File: src/rtl/wlan_scr_pkg.sv
// Shared types and constants for the 802.11a transmit scrambler sequencer.
package wlan_scr_pkg;

  typedef enum logic [2:0] {
    S_IDLE    = 3'd0,
    S_SERVICE = 3'd1,
    S_PSDU    = 3'd2,
    S_TAIL    = 3'd3,
    S_PAD     = 3'd4,
    S_DONE    = 3'd5
  } state_e;

  localparam int SERVICE_BITS = 16;
  localparam int TAIL_BITS    = 6;

  // Fallback seed: an all-zero LFSR would lock up, so zero seeds map here.
  localparam logic [7:1] DEFAULT_SEED = 7'b1011101;

  // x^7 + x^4 + 1 feedback taps, as indices into {s7..s1}.
  localparam int TAP_HI = 7;
  localparam int TAP_LO = 4;

endpackage

File: src/rtl/scrambler_lfsr.sv
// 7-bit scrambling LFSR; advances only when the owning frame logic says a bit moved.
module scrambler_lfsr
  import wlan_scr_pkg::*;
(
  input  logic       clk,
  input  logic       reset,
  input  logic       load,
  input  logic [7:1] load_val,
  input  logic       adv,
  output logic       seq
);

  logic [7:1] s_q, s_d;

  assign seq = s_q[TAP_HI] ^ s_q[TAP_LO];

  // Next state: a seed load takes priority over a shift.
  always_comb begin
    s_d = s_q;
    if (load)     s_d = load_val;
    else if (adv) s_d = {s_q[6:1], seq};
  end

  // State register, resets to the default seed.
  always_ff @(posedge clk or negedge reset) begin
    if (!reset) s_q <= DEFAULT_SEED;
    else        s_q <= s_d;
  end

endmodule

File: src/rtl/wlan_scrambler_ctrl.sv
// Frame sequencer: SERVICE / PSDU / TAIL / PAD bit-serial scrambling for one PPDU DATA field.
module wlan_scrambler_ctrl
  import wlan_scr_pkg::*;
#(
  parameter int LEN_W   = 12,
  parameter int NDBPS_W = 9
) (
  input  logic               clk,
  input  logic               reset,
  input  logic               start,
  input  logic [6:0]         seed,
  input  logic [LEN_W-1:0]   psdu_len,
  input  logic [NDBPS_W-1:0] ndbps,
  input  logic               in_valid,
  input  logic               in_data,
  output logic               in_ready,
  output logic               out_valid,
  output logic               out_data,
  input  logic               out_ready,
  output logic               busy,
  output logic               done
);

  localparam int CNT_W = LEN_W + 3;

  state_e             state_q;
  logic [CNT_W-1:0]   cnt_q;
  logic [NDBPS_W-1:0] sym_q;
  logic [NDBPS_W-1:0] ndbps_q;
  logic [LEN_W-1:0]   len_q;
  logic               busy_q, done_q;

  logic               seq;
  logic               xfer;
  logic               sym_wrap;
  logic               lfsr_load;
  logic [7:1]         load_val;
  logic [CNT_W-1:0]   psdu_last;

  assign xfer      = out_valid & out_ready;
  assign sym_wrap  = (sym_q == ndbps_q - NDBPS_W'(1));
  assign psdu_last = {len_q, 3'b000} - CNT_W'(1);
  assign lfsr_load = (state_q == S_IDLE) && start;
  assign load_val  = (seed == 7'd0) ? DEFAULT_SEED : seed;
  assign busy      = busy_q;
  assign done      = done_q;

  scrambler_lfsr u_lfsr (
    .clk      (clk),
    .reset    (reset),
    .load     (lfsr_load),
    .load_val (load_val),
    .adv      (xfer),
    .seq      (seq)
  );

  // Per-state bit muxing; PSDU is a zero-latency pass-through so this stays combinational.
  always_comb begin
    out_valid = 1'b0;
    out_data  = 1'b0;
    in_ready  = 1'b0;
    case (state_q)
      S_SERVICE, S_PAD: begin
        out_valid = 1'b1;
        out_data  = seq;
      end
      S_PSDU: begin
        out_valid = in_valid;
        out_data  = in_data ^ seq;
        in_ready  = out_ready;
      end
      S_TAIL: begin
        out_valid = 1'b1;
        out_data  = 1'b0;
      end
      default: ;
    endcase
  end

  // Frame FSM with phase bit counter, symbol counter and registered status.
  always_ff @(posedge clk or negedge reset) begin
    if (!reset) begin
      state_q <= S_IDLE;
      cnt_q   <= '0;
      sym_q   <= '0;
      ndbps_q <= '0;
      len_q   <= '0;
      busy_q  <= 1'b0;
      done_q  <= 1'b0;
    end else begin
      done_q <= 1'b0;
      if (xfer) sym_q <= sym_wrap ? '0 : sym_q + NDBPS_W'(1);
      case (state_q)
        S_IDLE: begin
          if (start) begin
            state_q <= S_SERVICE;
            cnt_q   <= '0;
            sym_q   <= '0;
            len_q   <= psdu_len;
            ndbps_q <= ndbps;
            busy_q  <= 1'b1;
          end
        end
        S_SERVICE: begin
          if (xfer) begin
            if (cnt_q == CNT_W'(SERVICE_BITS - 1)) begin
              cnt_q   <= '0;
              state_q <= (len_q == '0) ? S_TAIL : S_PSDU;
            end else begin
              cnt_q <= cnt_q + CNT_W'(1);
            end
          end
        end
        S_PSDU: begin
          if (xfer) begin
            if (cnt_q == psdu_last) begin
              cnt_q   <= '0;
              state_q <= S_TAIL;
            end else begin
              cnt_q <= cnt_q + CNT_W'(1);
            end
          end
        end
        S_TAIL: begin
          if (xfer) begin
            if (cnt_q == CNT_W'(TAIL_BITS - 1)) begin
              cnt_q <= '0;
              if (sym_wrap) begin
                state_q <= S_DONE;
                busy_q  <= 1'b0;
                done_q  <= 1'b1;
              end else begin
                state_q <= S_PAD;
              end
            end else begin
              cnt_q <= cnt_q + CNT_W'(1);
            end
          end
        end
        S_PAD: begin
          if (xfer && sym_wrap) begin
            state_q <= S_DONE;
            busy_q  <= 1'b0;
            done_q  <= 1'b1;
          end
        end
        S_DONE:  state_q <= S_IDLE;
        default: state_q <= S_IDLE;
      endcase
    end
  end

endmodule

File: config.mk
export PLATFORM = sky130hd
export DESIGN_NAME = wlan_scrambler_ctrl
export DESIGN_NICKNAME = d
export VERILOG_FILES = /design/src/rtl/wlan_scr_pkg.sv /design/src/rtl/scrambler_lfsr.sv /design/src/rtl/wlan_scrambler_ctrl.sv
export SDC_FILE = /design/constraint.sdc
export NUM_CORES = 1
export LEC_CHECK = 0
export ABC_AREA = 1
export CAP_MARGIN = 10
export CORE_UTILIZATION = 50
export CTS_CLUSTER_SIZE = 25
export DETAILED_ROUTE_END_ITERATION = 10
export GPL_TIMING_DRIVEN = 0
export MAX_ROUTING_LAYER = met4
export PLACE_DENSITY = 0.72
export SYNTH_ARGS = -nofsm -noshare
export SYNTH_HDL_FRONTEND = slang
export SYNTH_SLANG_ARGS = --single-unit
File: constraint.sdc
create_clock -name clk -period 5.7 [get_ports clk]
set_input_delay 1.71 -clock clk [delete_from_list [all_inputs] [get_ports clk]]
set_output_delay 1.71 -clock clk [all_outputs]
set_load 0.05 [all_outputs]
==> reports/summary.md <==
• **Post-Layout Inst Area** 4450 um^2
• **post-layout min period** 4990 ps
• **compound-gate portion of the synthesized area** 6.41%
• **sequential power share** 31.9%
• **Antenna Violating Nets Remaining** 0
• **Setup WS pre-CTS** 718 ps
• **type of the worst min-delay path** flop to flop
• **distinct cell type count after synthesis** 39
• **syn_area_per_cell** 6.94 um^2
• **Warnings, synthesis** 0
• **number of nets in the final layout** 629
• **Boundary Pins** 39
• **detailed placer's ending HPWL** 6.83 mm
• **clock tree from TritonCTS** done
• **number of vias after detailed routing** 3515
• **crit path max fanout** 2
• **run status** finished, final reports clean
• **number of antenna violations at the first check in global routing** 0
• **final worst-path cycle share** 87.6%
• **Final Core Density** 61.3%
• **part of the Yosys area used for sequential elements** 38.2%
• **endpoint class of the critical path** output port
• **cells after synthesis** 540
• **Synth Area in XOR/XNOR** 7.01%
• **number of standard cells in the final layout excluding fillers** 694
• **share of cell area taken by muxes after synthesis** 0%
• **total cell area at the placement stage** 4270 um^2
• **number of buffers added for setup after CTS** 0
• **part of the power in combinational logic** 50.9%
• **crit-path most repeated cell** sky130_fd_sc_hd__clkdlybuf4s50_1
• **commonest cells in the synthesized netlist** 182 x sky130_fd_sc_hd__nand2_1, 62 x sky130_fd_sc_hd__inv_1, 55 x sky130_fd_sc_hd__nor2_1, 52 x sky130_fd_sc_hd__dfrtp_1, 43 x sky130_fd_sc_hd__nand3_1
• **growth of design area from synthesis to finish** 18.7%
• **Synth area leaders** sky130_fd_sc_hd__dfrtp_1 35%, sky130_fd_sc_hd__nand2_1 18%, sky130_fd_sc_hd__inv_1 6.2%
• **H-Tree Depth** 3
• **Max transition margin** 60.5%
• **antenna fix cells** 0
• **netlist area before placement** 3750 um^2
• **FF-to-FF Start** len_q[0]
• **internal power** 1.13 mW
• **hold_buf cts** 0
• **max-cap check violation count** 0
• **cell area power density** 474 nW/um^2
• **Buf+Inv Stages, Crit Path** 4
• **initial cell density of the core** 51.7%
• **iteration-0 DRC count of the detailed router** 170
• **gp weighted congestion** 0.902
• **arrival time at the worst endpoint** 3280 ps
• **Row Count** 31
• **Vias per Instance** 5.06
• **aggregate negative setup slack** 0 ps
• **GRT overflow** 0
• **switching portion of total power** 46.5%
• **wire length per cell** 12.8 um
• **number of input and output port buffers inserted** 38
• **post-synthesis sequential element count** 57
• **placeable core region** 7250 um^2
• **pin slew with the least headroom to its limit** 587 ps
• **area of the die** 7850 um^2
• **arithmetic-cell share of the synthesized area counting full adders, half adders and majority gates** 1.67%
• **type of origin of the critical path** input pin
• **Cell Chain, Critical Path** clkdlybuf4s50_1 > inv_1 > o21ai_1 > nand2_1 > inv_2 > clkdlybuf4s50_1
• **area share of and/or/nand/nor cells after synthesis** 38.3%
• **worst hold path startpoint** u_lfsr.s_q[5]
• **wire length of the first global-routing pass** 15.2 mm
• **cell family with the largest share of critical-path delay** buffers and inverters
• **number of search-and-repair iterations in the first detailed-routing pass** 4
• **vertical extent of the die** 88.6 um
• **Total Power** 2.11 mW
• **static leakage** 2.23 nW
• **count of final max-slew check failures** 0
• **root buffer cell** sky130_fd_sc_hd__clkbuf_8
• **worst path required time** 3990 ps
• **highest attainable clock frequency** 200 MHz
• **hold violation count in the final report** 0
• **number of gates given a new drive strength after cts** 0
• **total wire length** 8.88 mm
• **clock network fraction of design power** 17.2%
• **buffer depth of the longest clock path** 2
• **Critical path origin** in_valid
• **largest family of logic cells by synthesized area** simple AND/OR/NAND/NOR gates
• **switching power** 0.981 mW
• **smallest setup slack after layout** 706 ps
• **Largest stage delay, worst path** 820 ps
• **cell taking the most area after synthesis** sky130_fd_sc_hd__dfrtp_1
• **area share of the largest cell type after synthesis** 34.7%
• **ratio of cells with drive above 1 in the final layout** 6.72%
• **Fin Hold WS** 502 ps
• **clock latency on the worst-skew pair** 350 ps
• **clock slew seen by the registers of the worst setup and hold paths** 60 ps
• **via count of the first global-routing pass** 3429
• **Sink Count** 57
• **most used flip-flop cell after synthesis** sky130_fd_sc_hd__dfrtp_1
• **category of the most critical setup path** input pin to output port
• **final setup skew** 10.6 ps
• **total instance count after detailed placement** 678
• **largest net degree at the start of global routing** 38
• **most common cell in the synthesized netlist** sky130_fd_sc_hd__nand2_1
• **number of nets in the synthesized netlist** 579
• **Worst VDD drop** 321 uV
• **count of flip-flops with a built-in enable after synthesis** 0
• **GRT Util Overall** 26.4%
• **Die X** 88.6 um
• **setup-violating endpoint count in the final report** 0
• **clock buffers created by TritonCTS** 9
• **setup repair after global routing missed its margin** no
• **# DRC** 0
• **critical-path cell with the highest stage delay** sky130_fd_sc_hd__clkdlybuf4s50_1
• **asr flop ratio synth** 100%
==> worst min-delay path, cell delays in order, from the launching register on <==
cell and delay (ps):
sky130_fd_sc_hd__dfstp_2 370, sky130_fd_sc_hd__nand2_1 50, sky130_fd_sc_hd__nand3_1 70
==> layer usage <==
metal  vias to the layer above  GRT usage [%]  part of all wire, %
met2                        69           43.8                   48
met4                         0           8.36                 0.84
li1                       1810              -                    -
met3                         8           5.97                  4.0
met5                         -              -                    0
met1                      1628           31.9                   47
==> cells in the final DEF (no fill, tap or decap), drive strengths merged, types with 6 or more instances in the layout <==
master,count
nand2,187
inv,66
nor2,58
dfrtp,52
nand3,43
clkdlybuf4s50,37
o21ai,28
xor2,21
clkbuf,21
nand3b,14
nand4,13
xnor2,9
nor3,6
==> power groups by stage <==
stage | logic [mW] | registers, mW | clock network, mW
floorplan | 0.812 | 0.654 | 0
global placement | 1.05 | 0.674 | 0
detailed placement | 1.07 | 0.675 | 0
CTS | 1.08 | 0.671 | 0.371
global route | 1.24 | 0.688 | 0.390
finish | 1.07 | 0.672 | 0.363
==> state kept, by name, indices dropped and copies added (netlist names) <==
name        count
state_q         3
u_lfsr.s_q      7
ndbps_q         9
done            1
busy            1
len_q          12
sym_q           9
cnt_q          15
==> worst paths after layout <==
kind | to | slack [ps] | cells after the start
setup / recovery | out_valid | 710 | 6
hold reg to reg | u_lfsr.s_q[5] | 500 | 2
max in group asynchronous | u_lfsr.s_q[5] | 3710 | 2
hold / removal | u_lfsr.s_q[5] | 500 | 2
setup reg to reg | cnt_q[7] | 3470 | 14
min in group asynchronous | len_q[3] | 1340 | 1
==> final cells by class <==
| cell class | count | area (um^2) |
|---|---|---|
| Inverter | 67 | 251 |
| Tap cell | 99 | 124 |
| Timing Repair Buffer | 39 | 395 |
| Clock buffer | 12 | 135 |
| Sequential cell | 57 | 1430 |
| Fill cell | 720 | 2810 |
| Clock inverter | 4 | 45.0 |
| Multi-Input combinational cell | 404 | 2000 |
| Buffer | 12 | 62.6 |
==> cells by family after synthesis <==
group / after synthesis
xor+xnor: 30
flops: 57
compound gates: 42
buf+inv: 79
fa+ha+maj: 5
simple gates: 327
No activity file was read; power rests on OpenSTA's default activity.
